===== src/rtl/ex_mem_reg.sv =====
// EX/MEM pipeline boundary register. It captures execute results and owns the
// taken-branch redirect, the wrong-path squash, sticky halt/error and the retire count.
module ex_mem_reg (
  input  logic        clk,
  input  logic        rst_n,
  input  logic        stall,
  input  logic        flush,
  input  logic        valid_in,
  input  logic [15:0] ALU_result,
  input  logic        PC_src,
  input  logic [15:0] disp_PC,
  input  logic [15:0] inc_PC,
  input  logic [15:0] st_data,
  input  logic        exe_err,
  input  logic        mem_rd_in,
  input  logic        mem_wr_in,
  input  logic        reg_wr_in,
  input  logic        halt_in,
  input  logic [2:0]  wr_reg_in,
  output logic        valid_out,
  output logic [15:0] ALU_result_out,
  output logic [15:0] inc_PC_out,
  output logic [15:0] st_data_out,
  output logic        mem_rd_out,
  output logic        mem_wr_out,
  output logic        reg_wr_out,
  output logic [2:0]  wr_reg_out,
  output logic        redirect,
  output logic [15:0] redirect_PC,
  output logic        halted,
  output logic        err,
  output logic [15:0] retired
);

  typedef enum logic [1:0] {S_RUN, S_SQUASH, S_HALT} state_t;

  state_t      r_state;
  state_t      w_state_next;
  logic        w_squash_pend;
  logic        w_halted;
  logic        w_cap;

  logic        r_valid;
  logic [15:0] r_alu;
  logic [15:0] r_inc_pc;
  logic [15:0] r_st_data;
  logic        r_mem_rd;
  logic        r_mem_wr;
  logic        r_reg_wr;
  logic [2:0]  r_wr_reg;
  logic        r_redirect;
  logic [15:0] r_redirect_pc;
  logic        r_err;
  logic [15:0] r_retired;

  assign w_squash_pend = (r_state == S_SQUASH);
  assign w_halted      = (r_state == S_HALT);
  assign w_cap         = valid_in & ~flush & ~w_squash_pend & ~w_halted;

  // Halt wins over a simultaneous taken branch; the redirect still pulses below.
  always_comb begin
    w_state_next = r_state;
    if (!stall) begin
      case (r_state)
        S_RUN: begin
          if (w_cap && halt_in)      w_state_next = S_HALT;
          else if (w_cap && PC_src)  w_state_next = S_SQUASH;
        end
        S_SQUASH: w_state_next = S_RUN;
        S_HALT:   w_state_next = S_HALT;
        default:  w_state_next = S_RUN;
      endcase
    end
  end

  always_ff @(posedge clk or negedge rst_n) begin
    if (!rst_n) begin
      r_state <= S_RUN;
    end else begin
      r_state <= w_state_next;
    end
  end

  always_ff @(posedge clk or negedge rst_n) begin
    if (!rst_n) begin
      r_valid       <= 1'b0;
      r_alu         <= 16'h0000;
      r_inc_pc      <= 16'h0000;
      r_st_data     <= 16'h0000;
      r_mem_rd      <= 1'b0;
      r_mem_wr      <= 1'b0;
      r_reg_wr      <= 1'b0;
      r_wr_reg      <= 3'd0;
      r_redirect    <= 1'b0;
      r_redirect_pc <= 16'h0000;
      r_err         <= 1'b0;
      r_retired     <= 16'h0000;
    end else if (stall) begin
      r_redirect <= 1'b0;
    end else begin
      r_valid    <= w_cap;
      r_alu      <= ALU_result;
      r_inc_pc   <= inc_PC;
      r_st_data  <= st_data;
      r_mem_rd   <= mem_rd_in & w_cap;
      r_mem_wr   <= mem_wr_in & w_cap;
      r_reg_wr   <= reg_wr_in & w_cap;
      r_wr_reg   <= wr_reg_in;
      r_redirect <= w_cap & PC_src;
      if (w_cap && PC_src) begin
        r_redirect_pc <= disp_PC;
      end
      r_err <= r_err | (w_cap & exe_err);
      if (w_cap && (r_retired != 16'hFFFF)) begin
        r_retired <= r_retired + 16'd1;
      end
    end
  end

  assign valid_out      = r_valid;
  assign ALU_result_out = r_alu;
  assign inc_PC_out     = r_inc_pc;
  assign st_data_out    = r_st_data;
  assign mem_rd_out     = r_mem_rd;
  assign mem_wr_out     = r_mem_wr;
  assign reg_wr_out     = r_reg_wr;
  assign wr_reg_out     = r_wr_reg;
  assign redirect       = r_redirect;
  assign redirect_PC    = r_redirect_pc;
  assign halted         = w_halted;
  assign err            = r_err;
  assign retired        = r_retired;

endmodule


===== config.mk =====
export PLATFORM = sky130hd
export DESIGN_NAME = ex_mem_reg
export DESIGN_NICKNAME = d
export VERILOG_FILES = /design/src/rtl/ex_mem_reg.sv
export SDC_FILE = /design/constraint.sdc
export NUM_CORES = 1
export LEC_CHECK = 0
export CAP_MARGIN = 40
export CORE_ASPECT_RATIO = 1.25
export CORE_MARGIN = 3
export CORE_UTILIZATION = 41
export DETAILED_ROUTE_END_ITERATION = 10
export PLACE_DENSITY = 0.86
export SLEW_MARGIN = 20
export SYNTH_ARGS = -nofsm -noshare
export SYNTH_HDL_FRONTEND = slang
export SYNTH_SLANG_ARGS = --single-unit

===== constraint.sdc =====
create_clock -name clk -period 1.8 [get_ports clk]
set_input_delay 0.18 -clock clk [delete_from_list [all_inputs] [get_ports clk]]
set_output_delay 0.18 -clock clk [all_outputs]
set_load 0.02 [all_outputs]

==> results_dict.tcl <==
set metrics [dict create \
    status "finished, final reports clean" \
    grt_remaining_overflow 0 \
    drc_errors 0 \
    hold_viol 0 \
    synth_area_um2 3623 \
    antenna_left 0 \
    routedWlPerCell_um 16.38 \
    grt_usage 0.1773 \
    critPathKind "register to output port" \
    hold_path.class "primary input to register" \
    place_congestion 0.7890 \
    fin_crit_sh 0.9450 \
    num_antenna_cells 0 \
    drt_iter0_drc 82 \
    path_max_fanout 5 \
    syn_nets 315 \
    cts_setup_buffers 0 \
    rows 37 \
    cts_buffers 9 \
    first_pass_iters 4 \
    seq_area_frac_synth 0.6285 \
    timing.critical_path.buf_inv 1 \
    worst_pin_slew_ns 0.4831 \
    cpPeakStageDelay_ns 0.63 \
    vdd_drop_max_mv 0.7127 \
    cts_tree "yes" \
    clkLatencyLatePin_ns 0.34 \
    portBuffers 167 \
    layout_commonest_cell "clkdlybuf4s50_1" \
    initial_core_util 0.4301 \
    num_vias 2531 \
    powerDensity_nw_per_um2 977.9 \
    cpMaxStageDelayCell "clkdlybuf4s50_1" \
    power_leakage_nw 2.431 \
    core_um2 8426 \
    finalSetupViolations 0 \
    htreeDepth 3 \
    grt_pass1_vias 2738 \
    hpwl_um 6434 \
    whs_ns 0.3693 \
    final_nets 489 \
    skew_ns 0.005464 \
    syn_inst 236 \
    layout_common_cells "clkdlybuf4s50_1, dfrtp_1, mux2_2" \
    avgSynthCellArea_um2 15.35 \
    cp-end-kind "output port" \
    grt_first_pass_wirelength_um 14130 \
    clock.fmax_ghz 0.5879 \
    critical_path.top_delay_family "buffers and inverters" \
    synth-seq-cells 91 \
    vias_per_cell 4.784 \
    clockRootBuffer "clkbuf_8" \
    wl_um 8667 \
    die_x_um 90.09 \
    drv_slew 0 \
    antenna_found_initial 0 \
    path_cells "nor2b_1 -> clkdlybuf4s50_1" \
    grt_max_degree 92 \
    cts_sinks 91 \
    cp.arrival_ns 1.52 \
    max_slew_margin 0.6780 \
    io_pins 168 \
    fill_cells 663 \
    area_delta_synth_final_pct 55.28 \
    maxCapViolCount 0 \
    clk_path_buf_depth 2 \
    drive_above_1_share 0.2257 \
    crit_required_ns 1.62 \
    finalPower_mw 5.502 \
    yosys_warnings 0 \
    die-area_um2 10010 \
    rsz0062_at_grt "yes" \
    ys_types 32 \
    cts.clk_slew.worst_paths_ns 0.08 \
    die_h_um 111.1 \
    fin_crit_ns 1.701 \
    cp-start-kind "register" \
]
final cells by class:
| type | instances | area (µm²) | share of cell area |
|---|---|---|---|
| clock buffer | 10 | 137.6 | 0.02446 |
| clock inverter | 3 | 17.52 | 0.003113 |
| inverter | 3 | 11.26 | 0.002001 |
| multi-input combinational | 131 | 1280 | 0.2275 |
| sequential | 91 | 2277 | 0.4047 |
| tap | 117 | 146.4 | 0.02602 |
| timing repair buffer | 174 | 1757 | 0.3122 |
power breakdown:
part | switching (mW) | internal (mW) | leakage [nW]
combinational | 0.768 | 1.01 | 1.24
clock | 0.661 | 0.513 | 0.0799
sequential | 0.194 | 2.36 | 1.11
total | 1.62 | 3.88 | 2.43
tightest hold or removal path, stage by stage:
cell     delay [ns]
buf_2          0.12
nor3b_2        0.06
buf_4          0.14
a22o_1         0.17
per-stage QoR:
step | TNS, ns | worst slack, ns | area [µm²] | util | instances
floorplan | 0 | 0.01947 | 3623 | - | 236
global placement | 0 | 0.03639 | 5456 | 0.6476 | 515
detailed placement | -0.008102 | -0.005539 | 5456 | 0.6476 | 515
CTS | 0 | 0.06590 | 5622 | 0.6672 | 529
global route | -0.01108 | -0.01108 | 5627 | 0.6678 | 529
finish | 0 | 0.09901 | 5627 | 0.6678 | 529
cells in the mapped netlist:
library cell / n / area [µm²]
nand2_4: 1 / 11.26
buf_6: 1 / 11.26
buf_2: 6 / 30.03
nand4_2: 1 / 12.51
and2_1: 3 / 18.77
mux2_4: 9 / 135.1
and4_1: 4 / 35.03
a21o_1: 2 / 15.01
mux2i_1: 1 / 10.01
nor3b_2: 1 / 12.51
a31oi_1: 1 / 6.260
nor2b_1: 1 / 6.260
dfrtp_1: 91 / 2277
buf_1: 3 / 11.26
ha_1: 1 / 12.51
o21ai_1: 1 / 5.000
nor3b_1: 2 / 15.01
xnor2_1: 12 / 105.1
nand2b_1: 1 / 6.260
nand3_1: 4 / 20.02
and3_1: 6 / 37.54
o211ai_1: 4 / 30.03
inv_1: 3 / 11.26
mux2_2: 59 / 664.4
buf_4: 1 / 7.510
a22o_1: 4 / 35.03
nand4_1: 3 / 18.77
a21oi_1: 4 / 20.02
xor2_1: 2 / 17.52
nor4b_1: 1 / 8.760
o2111ai_1: 1 / 8.760
nand2_1: 2 / 7.510
worst paths after layout:
check	from	end	slack, ns	cells past startpoint
min in group asynchronous	rst_n	ALU_result_out[12]	0.41	3
max	r_state[0]	halted	0.1	2
min	stall	r_state[0]	0.37	4
max in group asynchronous	rst_n	retired[3]	1.00	3
min reg2reg	err	err	0.49	1
max reg2reg	retired[1]	retired[1]	0.12	5
registers in the layout, summed over array words and instances, names as in the netlist:
signal          cells
valid_out           1
r_state             2
retired            16
redirect            1
err                 1
inc_PC_out         16
redirect_PC        16
mem_wr_out          1
reg_wr_out          1
mem_rd_out          1
wr_reg_out          3
st_data_out        16
ALU_result_out     16
timing repair:
action                                 in CTS  in global routing
endpoints found under the hold margin      91                  0
hold buffers                                1                  0
resized for setup                           0                  1
setup endpoints to repair                   0                  2
cells by family (layout without fill, tap and decap cells):
family / Yosys count / count (layout) / share of synthesized area
DFF: 91 / 91 / 0.6285
muxes: 69 / 69 / 0.2234
and+or+nand+nor: 30 / 30 / 0.05801
AOI/OAI and AO/OA: 17 / 17 / 0.03315
xor gates and xnor gates: 14 / 14 / 0.03384
buffers and inverters: 14 / 190 / 0.01968
adders and majority gates: 1 / 1 / 0.003452
per-layer routing:
layer | vias to the layer above | share of wire | global-route usage
met5 | - | 0 | 0
met4 | 0 | 0.026 | 0.07457
met3 | 22 | 0.063 | 0.04752
met2 | 103 | 0.52 | 0.3121
met1 | 1227 | 0.39 | 0.2019
li1 | 1179 | - | -
Note: power is estimated with default switching activity, not from simulation.
==> variant: new RTL, same settings <==
Register the output `retired` once more, cleared by the reset; this adds one clock of latency there. The other outputs are not delayed to match.
--- a/src/rtl/ex_mem_reg.sv
+++ b/src/rtl/ex_mem_reg.sv
@@ -129,7 +129,13 @@
   assign redirect_PC    = r_redirect_pc;
   assign halted         = w_halted;
   assign err            = r_err;
-  assign retired        = r_retired;
+  always_ff @(posedge clk or negedge rst_n) begin
+    if (!rst_n) begin
+      retired <= '0;
+    end else begin
+      retired <= r_retired;
+    end
+  end
 
 endmodule
 
Check against the original RTL: not equivalent (Yosys sat finds a counterexample within 4 cycles, from zero or initial values and one cycle with rst_n low).
==> variant against the original RTL <==
- clock power up 87%
- sequential cell count grew 16
- power grew 27%
- first-iteration DRC count is 22% lower
- cell area grew 11%
- worst setup slack got worse by 0.0066 ns
- via count increased by 4.1%
- routed wire length is 8.5% higher
- hold slack got worse by 0.11 ns
- synthesized cell count increased by 5.9%
- area after synthesis up 11%
==> variant: results <==
set metrics [dict create \
    status "completed" \
    grt.met3_usage 0.0480 \
    fin_skew_ns 0.00219 \
    hold_slack_ns 0.255 \
    regToRegStartpoint "r_retired[12]" \
    areaGrowthSynthToFinish_pct 55.1 \
    max_freq_ghz 0.586 \
    p_comb_frac 0.258 \
    grt_max_degree 58 \
    clk_latency_ns 0.33 \
    synthMuxAreaShare 0.199 \
    reg2reg_to "r_retired[11]" \
    hpwlAfterDp_microns 7030 \
    dr_wl_met3_microns 802 \
    synth_compound_area_frac 0.0221 \
    clkTransAtPathRegs_ns 0.06 \
    nets 509 \
    first_iter_violations 64 \
    synth_cell_type_count 33 \
    max-vdd-ir-drop_uv 687 \
    grt_pass1_wl_microns 14300 \
    wirelength_microns 9400 \
    syn_nets 329 \
    gp_congestion 0.756 \
    p_leak_nw 2.73 \
    totalPowerFinal_mw 6.99 \
    port_buffers 167 \
    synth-xor-area-share 0.0348 \
    yosys-top-cells-area "dfrtp_1 67%, mux2_2 16%, mux2_4 3.4%" \
    p_switching_mw 1.82 \
    synth_fa_ha_area_frac 0.00311 \
    wl_met1_microns 3580 \
    dpl_cell_area_sq_um 5890 \
    drive_above_1_share 0.241 \
    synth-seq-area-share 0.665 \
    route.vias.total 2634 \
    synth_common_cells "107 x dfrtp_1, 58 x mux2_2, 10 x xnor2_1" \
    route.met2.wl_microns 4900 \
    worst_pin_slew_ns 0.696 \
    min_to "valid_out" \
]
[variant: cell count changes in the layout (fill, tap and decap cells not counted), moves of 3 or more]
cell / unedited run / this run
dfrtp_1: 91 / 107
nor2_1: 0 / 5
and3_1: 6 / 2
clkbuf_8: 10 / 1
and4_1: 4 / 0
bufinv_16: 0 / 3
xor2_1: 2 / 6
buf_4: 4 / 9
clkbuf_16: 0 / 9
o211ai_1: 4 / 0
nand3_1: 4 / 7
nand2_1: 2 / 7
[variant: layout make-up]
type | count | share of cell area
flip-flops and latches | 107 | 0.429
well taps | 123 | 0.0246
clock inverters | 5 | 0.0160
repair buffers | 178 | 0.284
clock buffers | 11 | 0.0389
inverters | 4 | 0.00240
multi-input cells | 130 | 0.205
[variant: worst max path at each step]
stage	from	to	slack [ns]	depth (start not counted)
after global placement	valid_in	r_retired[11]	-0.11	6
after detailed placement	valid_in	r_retired[11]	-0.14	6
after global routing	r_retired[9]	r_retired[1]	0.01	4
after CTS	r_state[0]	halted	0.08	2
after floorplan	r_retired[0]	r_retired[1]	0.16	5
final	r_state[0]	halted	0.09	2
[variant: per-stage QoR]
| step | instances | setup TNS, ns |
|---|---|---|
| after floorplan | 250 | 0 |
| after CTS | 558 | 0 |
| after detailed placement | 541 | -1.83 |
| after global placement | 541 | -0.821 |
| final | 558 | 0 |
| after global routing | 558 | 0 |
[variant: cell families (layout without fill, tap and decap cells)]
kind of cell	after synthesis	count (layout)
compound gates	9	9
xor+xnor	16	16
fa+ha+maj	1	1
buf+inv	13	198
flops	107	107
mux	68	68
simple gates	36	36
[variant: what timing repair did]
| item | in CTS | in global routing |
|---|---|---|
| hold buffers | 1 | 0 |
| resized for setup | 0 | 0 |
| hold endpoints to repair | 31 | 0 |
